===== src/rtl/demux1to4_buf.sv =====
// demux1to4_buf
// Registered 1-to-4 demultiplexer with one single-entry buffer per channel.
// One word per cycle arrives on a valid/ready stream. A 2-bit select steers
// it into one of four output buffers. Each buffer has its own valid/ready
// handshake and a wrapping delivery counter for debug.
//
// Optional feature macro: DEMUX4_BCAST_EN
//   When defined, the in_bcast port exists. A word taken with in_bcast=1 is
//   loaded into all four channels at once.
//
// Parameters:
//   WIDTH  data width of the input and of each output channel
//   CNT_W  width of each per-channel delivery counter
//
// Ports:
//   clk        rising-edge clock
//   rst_n      asynchronous active-low reset
//   in_valid   input word present
//   in_ready   block can accept the word this cycle
//   in_data    input word
//   in_sel     destination channel (0..3)
//   in_bcast   deliver to all four channels (DEMUX4_BCAST_EN only)
//   y0..y3     registered channel output data
//   out_valid  bit c = channel c holds a word
//   out_ready  bit c = consumer c takes the word this cycle
//   cnt0..cnt3 words delivered per channel (wrapping)
module demux1to4_buf #(
  parameter int WIDTH = 24,
  parameter int CNT_W = 8
) (
  input  logic             clk,
  input  logic             rst_n,
  input  logic             in_valid,
  output logic             in_ready,
  input  logic [WIDTH-1:0] in_data,
  input  logic [1:0]       in_sel,
`ifdef DEMUX4_BCAST_EN
  input  logic             in_bcast,
`endif
  output logic [WIDTH-1:0] y0,
  output logic [WIDTH-1:0] y1,
  output logic [WIDTH-1:0] y2,
  output logic [WIDTH-1:0] y3,
  output logic [3:0]       out_valid,
  input  logic [3:0]       out_ready,
  output logic [CNT_W-1:0] cnt0,
  output logic [CNT_W-1:0] cnt1,
  output logic [CNT_W-1:0] cnt2,
  output logic [CNT_W-1:0] cnt3
);

  logic [3:0][WIDTH-1:0] y_q;
  logic [3:0][CNT_W-1:0] cnt_q;
  logic [3:0]            valid_q;
  logic [3:0]            free;
  logic [3:0]            drain;
  logic [3:0]            load;
  logic                  accept;
  logic                  bcast;

`ifdef DEMUX4_BCAST_EN
  assign bcast = in_bcast;
`else
  assign bcast = 1'b0;
`endif

  // A channel that is draining this cycle counts as free, so a full channel
  // can be refilled in the same cycle it is emptied. in_ready therefore
  // depends on out_ready but never on in_valid.
  assign free  = ~valid_q | out_ready;
  assign drain = valid_q & out_ready;

  always_comb begin
    in_ready = free[in_sel];
    if (bcast) begin
      in_ready = &free;
    end
  end

  assign accept = in_valid & in_ready;

  always_comb begin
    load = '0;
    for (int c = 0; c < 4; c++) begin
      load[c] = accept & (bcast | (in_sel == 2'(c)));
    end
  end

  // Per-channel buffer: a load wins over a drain, so a simultaneous drain and
  // refill keeps the channel valid with the new word. The data register only
  // changes on a load, which keeps it stable while the consumer stalls.
  always_ff @(posedge clk or negedge rst_n) begin
    if (!rst_n) begin
      y_q     <= '0;
      valid_q <= '0;
      cnt_q   <= '0;
    end else begin
      for (int c = 0; c < 4; c++) begin
        if (load[c]) begin
          y_q[c]     <= in_data;
          valid_q[c] <= 1'b1;
        end else if (drain[c]) begin
          valid_q[c] <= 1'b0;
        end
        if (drain[c]) begin
          cnt_q[c] <= cnt_q[c] + CNT_W'(1);
        end
      end
    end
  end

  assign y0        = y_q[0];
  assign y1        = y_q[1];
  assign y2        = y_q[2];
  assign y3        = y_q[3];
  assign cnt0      = cnt_q[0];
  assign cnt1      = cnt_q[1];
  assign cnt2      = cnt_q[2];
  assign cnt3      = cnt_q[3];
  assign out_valid = valid_q;

endmodule


===== config.mk =====
export PLATFORM = sky130hd
export DESIGN_NAME = demux1to4_buf
export DESIGN_NICKNAME = d
export VERILOG_FILES = /design/src/rtl/demux1to4_buf.sv
export SDC_FILE = /design/constraint.sdc
export NUM_CORES = 1
export LEC_CHECK = 0
export CAP_MARGIN = 20
export CORE_MARGIN = 2
export CORE_UTILIZATION = 30
export DETAILED_ROUTE_END_ITERATION = 12
export PLACE_DENSITY = 0.65
export SLEW_MARGIN = 20
export SYNTH_ARGS = -nofsm -noshare
export SYNTH_HDL_FRONTEND = slang
export SYNTH_SLANG_ARGS = --single-unit

===== constraint.sdc =====
create_clock -name clk -period 4.13 [get_ports clk]
set_clock_uncertainty 0.15 [all_clocks]
set_input_delay 0.413 -clock clk [delete_from_list [all_inputs] [get_ports clk]]
set_output_delay 0.413 -clock clk [all_outputs]
set_load 0.05 [all_outputs]

==> impl_metrics.env, run 1 <==
export IMPL_drive_above_1_share=0.270
export IMPL_worstPathArrival_ns=2.38
export IMPL_clk_pin_slew_ns=0.06
export IMPL_dr_total_vias=3394
export IMPL_track_usage=0.138
export IMPL_nets=550
export IMPL_initial_utilization=0.307
export IMPL_synth_top_family_by_area="multiplexers"
export IMPL_place_area_sq_um=7160
export IMPL_reg2reg_to="y0[14]"
export IMPL_r2r_setup_slack_ns=1.99
export IMPL_grt_first_pass_wirelength_microns=19800
export IMPL_dr_pass1_iters=4
export IMPL_cts_buffers=17
export IMPL_rsz0062_at_grt="false"
export IMPL_cts_htree_levels=4
export IMPL_leakage_nw=3.34
export IMPL_hold_depth=1
export IMPL_tightestPinTransition_ns=0.944
export IMPL_fp_dieArea_sq_um=18800
export IMPL_cts_tree="yes"
export IMPL_antenna_found_initial=0
export IMPL_avgSynthCellArea_sq_um=15.8
export IMPL_worstRegToRegCells=3
export IMPL_rows=48
export IMPL_fin_cells=751
export IMPL_worstReg2RegStart="out_valid[0]"
export IMPL_synth_warnings=0
export IMPL_timing_hold_violations_final=0
export IMPL_grt_ovfl_total=0
export IMPL_area_growth_pct=48.0
export IMPL_die_w_microns=137
export IMPL_worst_setup_path_end_kind="output port"
export IMPL_routabilityCongestion=0.756
export IMPL_synth_mux_area_fraction=0.237
export IMPL_drv_cap=0
export IMPL_worst_slew_margin_rel=0.369
export IMPL_grt_pass1_vias=3659
export IMPL_die_h_microns=137
export IMPL_synth_xor_area_frac=0.0462
export IMPL_finalSetupViolCount=0
export IMPL_hold_start="cnt3[7]"
export IMPL_ys_ff_latch=132
export IMPL_ant_nets=0
export IMPL_max_freq_mhz=339
export IMPL_final_common_cell="clkdlybuf4s50_1"
export IMPL_wl_per_cell_microns=16.5
export IMPL_start_kind="input port"
export IMPL_clock_sinks=132
export IMPL_synth_compound_area_frac=0.000943
export IMPL_hpwl_microns=8280
export IMPL_grt_max_degree=74
export IMPL_core_area_sq_um=17300
export IMPL_min_period_ns=2.95
export IMPL_fillers=1522
export IMPL_stdcell_area_sq_um=7860
export IMPL_finalMaxSlewViolations=0
export IMPL_yosysUniqueCellTypes=31
export IMPL_p_per_area_nw_per_um2=721
export IMPL_required_ns=3.57
export IMPL_hold_path_class="register to register"
export IMPL_setup_tns_ns=0
export IMPL_drt_iter0_markers=93
export IMPL_worst_path_max_fanout=5
export IMPL_root_buffer="clkbuf_16"
export IMPL_clock_tree_buffer_depth=2
export IMPL_io_buffers=165
export IMPL_status="complete, no violations"
export IMPL_drcViolationCount=0
export IMPL_synth_yosys_seq_area_share=0.622
export IMPL_min_to="cnt3[7]"
export IMPL_io_pins=166
export IMPL_dp_cells=718
export IMPL_ir_drop_mv=0.326
export IMPL_post_route_period_util=0.713
export IMPL_clk_latency_ns=0.41
export IMPL_via_per_inst=4.52
export IMPL_synthesis_area_sq_um=5310
export IMPL_mostFrequentLayoutCells="clkdlybuf4s50_1 (164), dfrtp_1 (132), mux2_2 (72), mux2_4 (28), xnor2_1 (22)"
export IMPL_antenna_cells=0
export IMPL_syn_nets=374
export IMPL_path_class="input port to output port"
export IMPL_synth_fa_ha_area_frac=0.00943
export IMPL_postSynthCellCount=337
export IMPL_wl_microns=12400
export IMPL_yosys_area_share_simple=0.0596
## what timing repair did
action / in CTS / in global routing
setup buffers: 0 / 0
hold buffers: 1 / 0
hold endpoints to repair: 59 / 0
resized for setup: 0 / 0
## state kept, by name, indices dropped and copies added (netlist names), 8 cells and up
register	flops
y1	24
cnt0	8
y2	24
y3	24
cnt1	8
y0	24
cnt3	8
cnt2	8
## report_power, final
group / total, mW / switching, mW / leakage (nW) / internal (mW)
Sequential: 1.81 / 0.225 / 1.59 / 1.58
Clock: 1.74 / 0.560 / 0.337 / 1.18
Combinational: 2.12 / 1.35 / 1.41 / 0.772
Total: 5.67 / 2.13 / 3.34 / 3.54
## Yosys cell counts, drive strengths merged
| library cell | instances | share of area |
|---|---|---|
| nand3b | 1 | 0.0021 |
| nor3 | 1 | 0.00094 |
| dfrtp | 132 | 0.62 |
| nor3b | 1 | 0.0035 |
| buf | 10 | 0.021 |
| inv | 4 | 0.0028 |
| or3b | 2 | 0.0033 |
| xor2 | 6 | 0.0099 |
| nand2b | 4 | 0.0047 |
| mux2 | 100 | 0.23 |
| o21ai | 1 | 0.00094 |
| clkbuf | 1 | 0.00071 |
| nor2 | 7 | 0.0049 |
| and4 | 2 | 0.0033 |
| nand2 | 16 | 0.012 |
| and3 | 3 | 0.0035 |
| mux4 | 1 | 0.0049 |
| nand4 | 9 | 0.011 |
| and2 | 1 | 0.0012 |
| nor4 | 1 | 0.0012 |
| nor2b | 2 | 0.0028 |
| nand3 | 6 | 0.0057 |
| xnor2 | 22 | 0.036 |
| ha | 4 | 0.0094 |
## stage by stage
stage | setup WS [ns] | power (mW) | hold WS (ns) | util
detailed placement | 1.18 | 3.96 | 0.327 | 0.414
floorplan | 1.99 | 3.18 | -0.0326 | -
global route | 1.15 | 5.91 | 0.358 | 0.454
finish | 1.18 | 5.67 | 0.322 | 0.454
global placement | 1.20 | 3.93 | 0.308 | 0.414
CTS | 1.17 | 5.74 | 0.335 | 0.454
## cell families after synthesis
group	after synthesis
buffers and inverters	15
xor gates and xnor gates	28
DFF	132
and+or+nand+nor	56
adders and majority gates	4
AOI/OAI and AO/OA	1
muxes	101
## cell type report
cell class / instances / area (sq um) / share of cell area
multi-input cells: 190 / 1880 / 0.240
flip-flops and latches: 132 / 3300 / 0.420
repair buffers: 168 / 1690 / 0.215
inverters: 4 / 15.0 / 0.00191
well taps: 225 / 282 / 0.0358
clock inverters: 12 / 224 / 0.0285
clock buffers: 20 / 467 / 0.0594
## layer usage
metal | share of wire | track usage
met2 | 0.47 | 0.211
met5 | 0 | 0
met3 | 0.077 | 0.0533
met4 | 0.015 | 0.0538
met1 | 0.44 | 0.177
## how the worst max path moves through the flow
| stage | depth (start not counted) | start | slack, ns | end |
|---|---|---|---|---|
| 5_1_grt | 4 | out_ready[1] | 1.15 | in_ready |
| 3_3_place_gp | 4 | out_ready[1] | 1.20 | in_ready |
| 4_1_cts | 4 | out_ready[1] | 1.17 | in_ready |
| 3_5_place_dp | 4 | out_ready[1] | 1.18 | in_ready |
| 2_1_floorplan | 2 | out_valid[0] | 1.99 | in_ready |
| 6_report | 4 | out_ready[1] | 1.18 | in_ready |
## worst max-delay path, cell delays in order
cell	delay [ns]
clkdlybuf4s50_1	0.50
nand2b_1	0.23
mux4_1	0.52
clkdlybuf4s50_1	0.72
Power figures use the tool's default switching activity.
==> inputs of run 2 (changes only) <==
- clock period: 4.13 -> 2.8 ns (I/O delays scaled with it)
==> run 2 against run 1 <==
Effect of this change: critical path depth unchanged; sequential share of layout area is 0.41 points higher; largest power group unchanged; largest cell class unchanged; critical path type unchanged; wire length rose by 1.4%.
==> impl_metrics.env, run 2 (synthesis results as in run 1) <==
export IMPL_tightestPinTransition_ns=0.583
export IMPL_area_growth_pct=46.6
export IMPL_dp_cells=725
export IMPL_status="complete, no violations"
export IMPL_antenna_found_initial=0
export IMPL_combPwrFrac=0.399
export IMPL_grt_pass1_vias=3648
export IMPL_io_pins=166
export IMPL_grt_ovfl_total=0
export IMPL_wl_microns=12500
export IMPL_rsz0062_at_grt="false"
export IMPL_final_core_util=0.450
export IMPL_p_int_mw=4.72
export IMPL_p_total_mw=7.88
export IMPL_mostFrequentLayoutCells="clkdlybuf4s50_1 (163), dfrtp_1 (132), mux2_2 (72), mux2_4 (28), xnor2_1 (22)"
export IMPL_stdcell_area_sq_um=7780
export IMPL_setup_tns_ns=0
export IMPL_critPathSlowestCell="mux4_1"
export IMPL_clockPowerShare=0.262
export IMPL_crit_family="buffers and inverters"
export IMPL_die_h_microns=137
export IMPL_via_per_inst=4.45
export IMPL_start_kind="input port"
export IMPL_multiInputGateArea_sq_um=1880
export IMPL_fp_dieArea_sq_um=18800
export IMPL_ant_nets=0
export IMPL_crit_buf_inv=2
export IMPL_hpwl_microns=8930
export IMPL_grt_max_degree=68
export IMPL_rows=48
export IMPL_fillers=1565
export IMPL_finalMaxSlewViolations=0
export IMPL_io_buffers=165
export IMPL_finalSetupViolCount=0
export IMPL_cts_tree="yes"
export IMPL_track_usage=0.140
export IMPL_fin_cells=758
export IMPL_power_switching_mw=3.16
export IMPL_drive_above_1_share=0.281
export IMPL_final_common_cell="clkdlybuf4s50_1"
export IMPL_worstPathArrival_ns=1.73
export IMPL_initial_utilization=0.307
export IMPL_max_freq_mhz=462
export IMPL_cts_htree_levels=4
export IMPL_min_period_ns=2.16
export IMPL_hold_path_class="input port to async pin"
export IMPL_antenna_cells=0
export IMPL_grt_first_pass_wirelength_microns=20000
export IMPL_die_w_microns=137
export IMPL_drt_iter0_markers=100
export IMPL_worst_setup_path_end_kind="output port"
export IMPL_register_area_sq_um=3300
export IMPL_dr_pass1_iters=4
export IMPL_post_route_period_util=0.772
export IMPL_seq_power_share=0.340
export IMPL_drcViolationCount=0
export IMPL_leakage_nw=3.31
export IMPL_wl_per_cell_microns=16.5
export IMPL_core_area_sq_um=17300
export IMPL_path_cells="clkdlybuf4s50_1 > nand2b_1 > mux4_1 > buf_4"
export IMPL_p_per_area_nw_per_um2=1010
export IMPL_clock_sinks=132
export IMPL_clock_tree_buffer_depth=2
export IMPL_required_ns=2.37
export IMPL_worst_slew_margin_rel=0.611
export IMPL_worst_path_max_fanout=5
export IMPL_drv_cap=0
export IMPL_p_sw_frac=0.401
export IMPL_root_buffer="clkbuf_16"
export IMPL_r2r_setup_slack_ns=0.97
export IMPL_place_area_sq_um=7220
export IMPL_path_class="input port to output port"
export IMPL_cts_buffers=17
export IMPL_slowest_delay_ns=0.52
export IMPL_timing_hold_violations_final=0
export IMPL_post_cts_resized=0
export IMPL_ir_drop_mv=0.464
export IMPL_nets=557
export IMPL_routabilityCongestion=0.734
export IMPL_dr_total_vias=3374
export IMPL_clk_latency_ns=0.41
export IMPL_clk_pin_slew_ns=0.05
## run 2: through the flow
stage	hold WS (ns)	setup slack [ns]
after floorplan	-0.166	0.791
after global placement	0.163	0.487
after detailed placement	0.175	0.468
after CTS	0.293	0.626
after global routing	0.334	0.562
final	0.270	0.638
## run 2: layer usage
metal / vias up / track usage / wire [microns]
met5: - / 0 / 0
met4: 0 / 0.0584 / 177
li1: 1540 / - / -
met2: 111 / 0.215 / 5890
met1: 1709 / 0.176 / 5480
met3: 14 / 0.0567 / 992
## run 2: layout make-up
class                           instances  share of cell area
Multi-Input combinational cell        190               0.242
Clock inverter                         14              0.0145
Tap cell                              225              0.0362
Timing Repair Buffer                  175               0.225
Inverter                                4             0.00193
Clock buffer                           18              0.0564
Sequential cell                       132               0.424
## run 2: worst paths after layout
path	startpoint	end	cells after the start
max	out_ready[1]	in_ready	4
min	rst_n	y0[2]	2
max reg2reg	out_valid[1]	y1[11]	4
min reg2reg	cnt1[7]	cnt1[7]	1
max in group asynchronous	rst_n	y1[15]	3
min in group clk	cnt1[7]	cnt1[7]	1
## run 2: worst reg2reg max path: cells and delay by family (launching register included)
kind	cells	cell delay [ns]
buffers and inverters	1	0.22
DFF	1	0.43
muxes	1	0.35
and+or+nand+nor	2	0.56
## run 2: repair_timing
action	CTS	global route
setup buffers	0	0
endpoints found under the hold margin	42	0
hold buffers	1	0
## run 2: power groups by stage
stage / registers, mW / logic (mW) / clock network (mW)
after floorplan: 4.15 / 0.540 / 0
after global placement: 2.68 / 3.13 / 0
after detailed placement: 2.70 / 3.16 / 0
after CTS: 2.68 / 3.17 / 2.12
after global routing: 2.74 / 3.27 / 2.22
final: 2.67 / 3.14 / 2.06
